<file path="src/rtl/ctrl_seq_pkg.sv">
// Shared definitions for the javk multi-cycle controller: states, opcodes,
// ALU codes and the decode class bundle.
package ctrl_seq_pkg;

  typedef enum logic [2:0] {
    S_FETCH,
    S_DECODE,
    S_EXEC,
    S_MEM,
    S_WB,
    S_HALT
  } state_e;

  localparam logic [3:0] OP_NOP = 4'h0;
  localparam logic [3:0] OP_LDI = 4'h8;
  localparam logic [3:0] OP_LD  = 4'h9;
  localparam logic [3:0] OP_ST  = 4'hA;
  localparam logic [3:0] OP_JMP = 4'hB;
  localparam logic [3:0] OP_JZ  = 4'hC;
  localparam logic [3:0] OP_HLT = 4'hF;

  localparam logic [2:0] ALU_NONE = 3'd0;

  typedef struct packed {
    logic is_alu;
    logic is_ldi;
    logic is_ld;
    logic is_st;
    logic is_mem;
    logic is_jmp;
    logic is_jz;
    logic is_hlt;
    logic illegal;
  } dec_t;

endpackage

</file>
<file path="src/rtl/ctrl_seq_dec.sv">
// Combinational opcode classifier. Opcode bits above bit 3 must be zero,
// otherwise the instruction is illegal.
module ctrl_seq_dec
  import ctrl_seq_pkg::*;
#(
  parameter int OPW = 4
) (
  input  logic [OPW-1:0] opcode,
  output dec_t           dec
);

  logic [3:0] op4;
  logic       hi;

  assign op4 = opcode[3:0];
  assign hi  = |(opcode >> 4);

  always_comb begin
    dec = '0;
    if (hi) begin
      dec.illegal = 1'b1;
    end else begin
      case (op4)
        OP_NOP: ;
        4'h1, 4'h2, 4'h3, 4'h4, 4'h5, 4'h6, 4'h7: dec.is_alu = 1'b1;
        OP_LDI: dec.is_ldi = 1'b1;
        OP_LD: begin
          dec.is_ld  = 1'b1;
          dec.is_mem = 1'b1;
        end
        OP_ST: begin
          dec.is_st  = 1'b1;
          dec.is_mem = 1'b1;
        end
        OP_JMP: dec.is_jmp = 1'b1;
        OP_JZ:  dec.is_jz  = 1'b1;
        OP_HLT: dec.is_hlt = 1'b1;
        default: dec.illegal = 1'b1;
      endcase
    end
  end

endmodule

</file>
<file path="src/rtl/ctrl_seq.sv">
// javk multi-cycle controller: FETCH/DECODE/EXEC/MEM/WB/HALT with bounded memory waits.
// Define ILLEGAL_TRAP_EN to halt with err on illegal opcodes; otherwise they run as NOP.
module ctrl_seq
  import ctrl_seq_pkg::*;
#(
  parameter int IW       = 8,
  parameter int OPW      = 4,
  parameter int WAIT_MAX = 15
) (
  input  logic              clk,
  input  logic              rst_n,
  input  logic [IW-1:0]     instr,
  input  logic              instr_valid,
  output logic              instr_ready,
  input  logic              zero,
  input  logic              mem_ack,
  output logic [OPW-1:0]    opcode,
  output logic [IW-OPW-1:0] operand,
  output logic [2:0]        alu_op,
  output logic              alu_en,
  output logic              reg_we,
  output logic              imm_sel,
  output logic              mem_rd,
  output logic              mem_wr,
  output logic              pc_inc,
  output logic              pc_load,
  output logic              halted,
  output logic              err
);

  localparam int            CW       = $clog2(WAIT_MAX + 1);
  localparam logic [CW-1:0] CNT_LAST = CW'(WAIT_MAX - 1);

  state_e        state_q, state_d;
  logic [IW-1:0] ir_q, ir_d;
  logic [CW-1:0] cnt_q, cnt_d;
  logic          err_q, err_d;
  dec_t          dec;

  ctrl_seq_dec #(.OPW(OPW)) u_dec (
    .opcode (ir_q[IW-1 -: OPW]),
    .dec    (dec)
  );

  always_ff @(posedge clk) begin
    if (!rst_n) begin
      state_q <= S_FETCH;
      ir_q    <= '0;
      cnt_q   <= '0;
      err_q   <= 1'b0;
    end else begin
      state_q <= state_d;
      ir_q    <= ir_d;
      cnt_q   <= cnt_d;
      err_q   <= err_d;
    end
  end

  always_comb begin
    state_d = state_q;
    ir_d    = ir_q;
    cnt_d   = cnt_q;
    err_d   = err_q;
    case (state_q)
      S_FETCH: begin
        if (instr_valid) begin
          ir_d    = instr;
          state_d = S_DECODE;
        end
      end
      S_DECODE: begin
        cnt_d = '0;
        if (dec.is_mem) begin
          state_d = S_MEM;
        end else if (dec.is_hlt) begin
          state_d = S_HALT;
        end else if (dec.illegal) begin
`ifdef ILLEGAL_TRAP_EN
          err_d   = 1'b1;
          state_d = S_HALT;
`else
          state_d = S_EXEC;
`endif
        end else begin
          state_d = S_EXEC;
        end
      end
      S_EXEC: state_d = S_FETCH;
      S_MEM: begin
        // ack wins over timeout on the last allowed cycle
        if (mem_ack) begin
          state_d = dec.is_ld ? S_WB : S_FETCH;
        end else if (cnt_q == CNT_LAST) begin
          err_d   = 1'b1;
          state_d = S_HALT;
        end else begin
          cnt_d = cnt_q + 1'b1;
        end
      end
      S_WB:   state_d = S_FETCH;
      S_HALT: ;
      default: state_d = S_FETCH;
    endcase
  end

  assign opcode  = ir_q[IW-1 -: OPW];
  assign operand = ir_q[IW-OPW-1:0];
  assign err     = err_q;

  always_comb begin
    instr_ready = 1'b0;
    pc_inc      = 1'b0;
    alu_op      = dec.is_alu ? opcode[2:0] : ALU_NONE;
    alu_en      = 1'b0;
    reg_we      = 1'b0;
    imm_sel     = 1'b0;
    mem_rd      = 1'b0;
    mem_wr      = 1'b0;
    pc_load     = 1'b0;
    halted      = 1'b0;
    case (state_q)
      S_FETCH: begin
        instr_ready = 1'b1;
        pc_inc      = instr_valid;
      end
      S_EXEC: begin
        alu_en  = dec.is_alu;
        reg_we  = dec.is_alu | dec.is_ldi;
        imm_sel = dec.is_ldi;
        pc_load = dec.is_jmp | (dec.is_jz & zero);
      end
      S_MEM: begin
        mem_rd = dec.is_ld;
        mem_wr = dec.is_st;
      end
      S_WB:   reg_we = 1'b1;
      S_HALT: halted = 1'b1;
      default: ;
    endcase
  end

endmodule

</file>
<file path="config.mk">
export PLATFORM = sky130hd
export DESIGN_NAME = ctrl_seq
export DESIGN_NICKNAME = d
export VERILOG_FILES = /design/src/rtl/ctrl_seq_pkg.sv /design/src/rtl/ctrl_seq_dec.sv /design/src/rtl/ctrl_seq.sv
export SDC_FILE = /design/constraint.sdc
export NUM_CORES = 1
export LEC_CHECK = 0
export CAP_MARGIN = 10
export CORE_MARGIN = 3
export CORE_UTILIZATION = 46
export CTS_BUF_LIST = sky130_fd_sc_hd__clkbuf_2 sky130_fd_sc_hd__clkbuf_4 sky130_fd_sc_hd__clkbuf_8
export DETAILED_ROUTE_END_ITERATION = 7
export PLACE_DENSITY_LB_ADDON = 0.08
export SLEW_MARGIN = 20
export SYNTH_ARGS = -nofsm -noshare
export SYNTH_HDL_FRONTEND = slang
export SYNTH_SLANG_ARGS = --single-unit
</file>
<file path="constraint.sdc">
create_clock -name clk -period 2.2 [get_ports clk]
set_clock_uncertainty 0.05 [all_clocks]
set_input_delay 0.22 -clock clk [delete_from_list [all_inputs] [get_ports clk]]
set_output_delay 0.22 -clock clk [all_outputs]
set_load 0.02 [all_outputs]
</file>
==> metrics.cfg, run 1 <==
[pwr]
p_switching_mw = 0.242
pwr-share-seq = 0.436
power_frac_comb = 0.298
power_density_nw_per_um2 = 536
internal-power_mw = 0.515
p_clk_frac = 0.267
ir_worst_vdd_mv = 0.439
power_switching_share = 0.319
p_leak_nw = 0.496

[global_routing]
gr-usage-all-layers = 0.192
grt_pass1_wl_um = 3930
antenna_found_initial = 0
grt-ovfl-total = 0
grt_pass1_vias = 963
grt_max_degree = 14

[yosys]
synth_async_sr_flop_share = 0
synth_edf_count = 0
synth_cell_types = 40
yosysSeqAreaShare = 0.323
ys_warn_count = 0
ys_ff_latch = 16
avgSynthCellArea_um2 = 8.20
synth_area_um2 = 992
synthCells = 121
synth-main-ff-cell = dfxtp_1
syn-num-nets = 136

[floorplan]
die_h_um = 52.4
initial_core_util = 0.496
dieWidth_um = 52.4
num_io_pins = 34
die-area_um2 = 2750
rows = 16
core_area_um2 = 2000

[drt]
vias = 1007
ant_nets = 0
routedWlPerCell_um = 12.9
drc_errors = 0
drtPass1Iterations = 4
routed_wl_um = 2360
avgViaCountPerCell = 5.50
drt_iter0_markers = 16

[timing]
worstMarginPinSlew_ns = 0.340
setup_ws_ns = 0.0869
final-max-slew-violation-count = 0
hold_viol = 0
hold_slack_ns = 0.423
fin_crit_ns = 2.11
setup_viol = 0
setup_tns_ns = 0
period_share = 0.960
rsz0062_at_grt = no
fmax_mhz = 473
slew_headroom = 0.768

[clocking]
clk_latency_ns = 0.29
cts_root_buffer = clkbuf_4
postCtsSetupBuffers = 0
clock_path_buffers = 2
cts_buffers = 3
clock_sinks = 16
clkTransAtPathRegs_ns = 0.10
cts_tree = built
htree_levels = 1

[finish]
area_growth_pct = 42.1
layout_common_cells = clkdlybuf4s50_1 (31), dfxtp_1 (13), nand2_1 (12), nand2_2 (8), a21oi_2 (8)
utilization = 0.704
fin_nets = 172
layout-drive-gt1-share = 0.224
final_common_cell = clkdlybuf4s50_1
diodes = 0
n_fill_cell = 169

[setup_path]
cpPeakStageDelay_ns = 0.59
critPathMaxFanout = 10
crit_buf_inv = 1
cp.arrival_ns = 1.84
cp-end-kind = primary output
path_class = flip-flop to primary output
slowest_stage = clkdlybuf4s50_1
crit_path_cell_trace = nand2b_1, mux2i_1, and3_1, clkdlybuf4s50_1
setup.worst_path.start_class = flip-flop
required_ns = 1.93
path_delay_family = buffers and inverters

[min_path]
hp-class = flip-flop to flip-flop

[run_status]
run_status = completed

[placed_design]
portBuffers = 33
post-place-ws_ns = 0.0317
hpwl_um = 1770
globalplace.congestion = 0.826

[flow_run]
cap_violations = 0

logic make-up (layout without fill, tap and decap cells):
| logic type | after synthesis | count (layout) | share of synthesized area |
|---|---|---|---|
| AOI/OAI and AO/OA | 24 | 24 | 0.204 |
| xor gates and xnor gates | 1 | 1 | 0.00883 |
| adders and majority gates | 2 | 2 | 0.0252 |
| buffers and inverters | 16 | 51 | 0.0794 |
| DFF | 16 | 16 | 0.323 |
| muxes | 1 | 1 | 0.0101 |
| and+or+nand+nor | 61 | 61 | 0.349 |
flip-flops by register name, indices dropped and copies added (netlist names):
signal	cells
err	1
cnt_q	4
ir_q	8
state_q	3
per-stage QoR:
| step | instance area (µm²) | instances | power (mW) |
|---|---|---|---|
| 6_report | 1410 | 183 | 0.756 |
| 5_1_grt | 1410 | 183 | 0.789 |
| 4_1_cts | 1400 | 183 | 0.759 |
| 3_5_place_dp | 1360 | 179 | 0.559 |
| 3_3_place_gp | 1360 | 179 | 0.555 |
| 2_1_floorplan | 992 | 121 | 0.464 |
path summary, 6_finish.rpt:
check / from / endpoint / slack, ns / cells past startpoint
setup reg to reg: cnt_q[0] / cnt_q[3] / 0.58 / 5
hold reg to reg: err / err / 0.42 / 1
hold / removal: err / err / 0.42 / 1
setup / recovery: ir_q[6] / pc_load / 0.09 / 4
layer usage:
metal  part of all wire  GRT usage  vias to the layer above
met5                  0          0                        -
met4             0.0080     0.0894                        0
met3              0.066     0.0256                        2
met2               0.49      0.343                       36
met1               0.44      0.221                      463
li1                   -          -                      506
Yosys cell counts, drive strengths merged, types with 2 or more instances:
cell type,count,area share
clkbuf,2,0.0076
nand2b,4,0.025
a221oi,2,0.024
nand3,6,0.030
o21ai,2,0.010
buf,7,0.040
or4,2,0.015
ha,2,0.025
o211ai,3,0.023
nand3b,2,0.015
nor2,3,0.011
nor2b,6,0.038
a2111oi,2,0.018
and3,2,0.013
nand4,4,0.025
nor4,2,0.013
nand2,20,0.096
nor3,4,0.020
dfxtp,16,0.32
a21oi,8,0.071
inv,6,0.023
timing repair:
action / 4_1_cts / 5_1_grt
endpoints found under the setup margin: 2 / 5
gates resized for setup: 2 / 5
hold buffers: 0 / 0
power by group through the flow:
stage / clock network (mW) / registers (mW) / logic [mW]
finish: 0.202 / 0.330 / 0.225
global route: 0.211 / 0.334 / 0.244
CTS: 0.204 / 0.328 / 0.226
detailed placement: 0 / 0.334 / 0.226
global placement: 0 / 0.333 / 0.222
floorplan: 0 / 0.336 / 0.128
area by class of cell:
cell class	instances	area, µm²	area share
clock buffers	4	36.3	0.0257
inverters	7	31.3	0.0222
multi-input cells	89	601	0.426
flip-flops and latches	16	324	0.230
well taps	27	33.8	0.0240
repair buffers	40	384	0.272
Note: power is estimated with default switching activity, not from simulation.
==> run 2, diff against run 1 <==
--- a/config.mk
+++ b/config.mk
@@ -7,7 +7,7 @@
 export LEC_CHECK = 0
 export CAP_MARGIN = 10
 export CORE_MARGIN = 3
-export CORE_UTILIZATION = 46
+export CORE_UTILIZATION = 40
 export CTS_BUF_LIST = sky130_fd_sc_hd__clkbuf_2 sky130_fd_sc_hd__clkbuf_4 sky130_fd_sc_hd__clkbuf_8
 export DETAILED_ROUTE_END_ITERATION = 7
 export PLACE_DENSITY_LB_ADDON = 0.08
==> metrics.cfg, run 2 (synthesized netlist as in run 1, its figures left out) <==
[drt]
drt_iter0_markers = 30
routed_wl_um = 2450
drc_errors = 0
routedWlPerCell_um = 13.4
drtPass1Iterations = 4
vias = 994
avgViaCountPerCell = 5.43
ant_nets = 0

[placed_design]
portBuffers = 33
globalplace.congestion = 0.824
hpwl_um = 1730

[global_routing]
grt_pass1_wl_um = 4100
grt_max_degree = 14
gr-usage-all-layers = 0.161
antenna_found_initial = 0
grt_pass1_vias = 948
grt-ovfl-total = 0

[setup_path]
cp.arrival_ns = 1.82
rr_startpoint = cnt_q[0]
required_ns = 1.93
cp-end-kind = primary output
path_class = flip-flop to primary output
setup.worst_path.start_class = flip-flop
startpoint = state_q[1]
critPathMaxFanout = 12

[clocking]
cts_hold_buf = 0
clock_path_buffers = 2
cts_buffers = 3
cts_tree = built
clk_latency_ns = 0.29
clock_sinks = 16
htree_levels = 1
clkTransAtPathRegs_ns = 0.10
cts_root_buffer = clkbuf_4
postCtsSetupBuffers = 0

[floorplan]
core_area_um2 = 2280
dieWidth_um = 55.8
initial_core_util = 0.436
rows = 17
num_io_pins = 34
die-area_um2 = 3110
die_h_um = 55.8

[finish]
area_growth_pct = 41.7
layout-drive-gt1-share = 0.213
layout_common_cells = clkdlybuf4s50_1 (29), dfxtp_1 (13), nand2_1 (12), nand2_2 (8), a21oi_2 (8)
top_regs = ir_q (8), cnt_q (4), state_q (3)
utilization = 0.618
top_register = ir_q
diodes = 0
fin_nets = 171
final_common_cell = clkdlybuf4s50_1
n_fill_cell = 205
largest_reg_flops = 8

[timing]
final-max-slew-violation-count = 0
setup_tns_ns = 0
setup_viol = 0
fin_crit_ns = 2.09
period_share = 0.952
worstMarginPinSlew_ns = 0.394
rsz0062_at_grt = no
fmax_mhz = 477
hold_viol = 0
slew_headroom = 0.731

[run_status]
run_status = completed

[pwr]
p_leak_nw = 0.529
ir_worst_vdd_mv = 0.375
total_power_mw = 0.753
power_density_nw_per_um2 = 535

[flow_run]
cap_violations = 0

[min_path]
worstHoldStart = instr[1]
hp-class = input port to flip-flop

-- run 2: final timing paths --
| path | endpoint | slack, ns | cells after the start |
|---|---|---|---|
| setup / recovery | reg_we | 0.11 | 5 |
| setup reg to reg | state_q[1] | 0.51 | 4 |
| hold / removal | ir_q[1] | 0.42 | 3 |
| hold reg to reg | ir_q[0] | 0.42 | 2 |
-- run 2: layout make-up --
cell class / instances / area (µm²) / area share
Inverter: 7 / 31.3 / 0.0222
Timing Repair Buffer: 39 / 382 / 0.271
Tap cell: 28 / 35.0 / 0.0249
Multi-Input combinational cell: 89 / 598 / 0.425
Sequential cell: 16 / 324 / 0.230
Clock buffer: 4 / 36.3 / 0.0258
-- run 2: report_power, final --
| part | switching, mW | internal (mW) | total, mW |
|---|---|---|---|
| clock | 0.0989 | 0.101 | 0.200 |
| sequential | 0.0200 | 0.306 | 0.326 |
| combinational | 0.121 | 0.106 | 0.227 |
-- run 2: critical path: stages (launching register included) --
cell and delay [ns]:
dfxtp_1 0.34, buf_4 0.18, nand2b_1 0.11, nor2_1 0.17
a22o_1 0.14, clkdlybuf4s50_1 0.59
-- run 2: timing repair --
item                                   in CTS  in global routing
endpoints found under the hold margin       0                  0
setup endpoints to repair                   3                  4
resized for setup                           3                  5
-- run 2: layer usage --
layer  up-vias  share of wire  GRT usage
li1        497              -          -
met1       461           0.46      0.201
met2        34           0.47      0.260
met3         2          0.066     0.0394
met4         0         0.0069     0.0764
met5         -              0          0
-- run 2: stage by stage --
stage,setup slack (ns),hold slack (ns),instance area (µm²),std cells
global placement,0.0640,0.396,1360,179
floorplan,0.529,0.297,992,121
global route,0.0109,0.415,1410,183
CTS,0.0345,0.417,1400,183
detailed placement,0.0473,0.408,1360,179
finish,0.105,0.419,1410,183
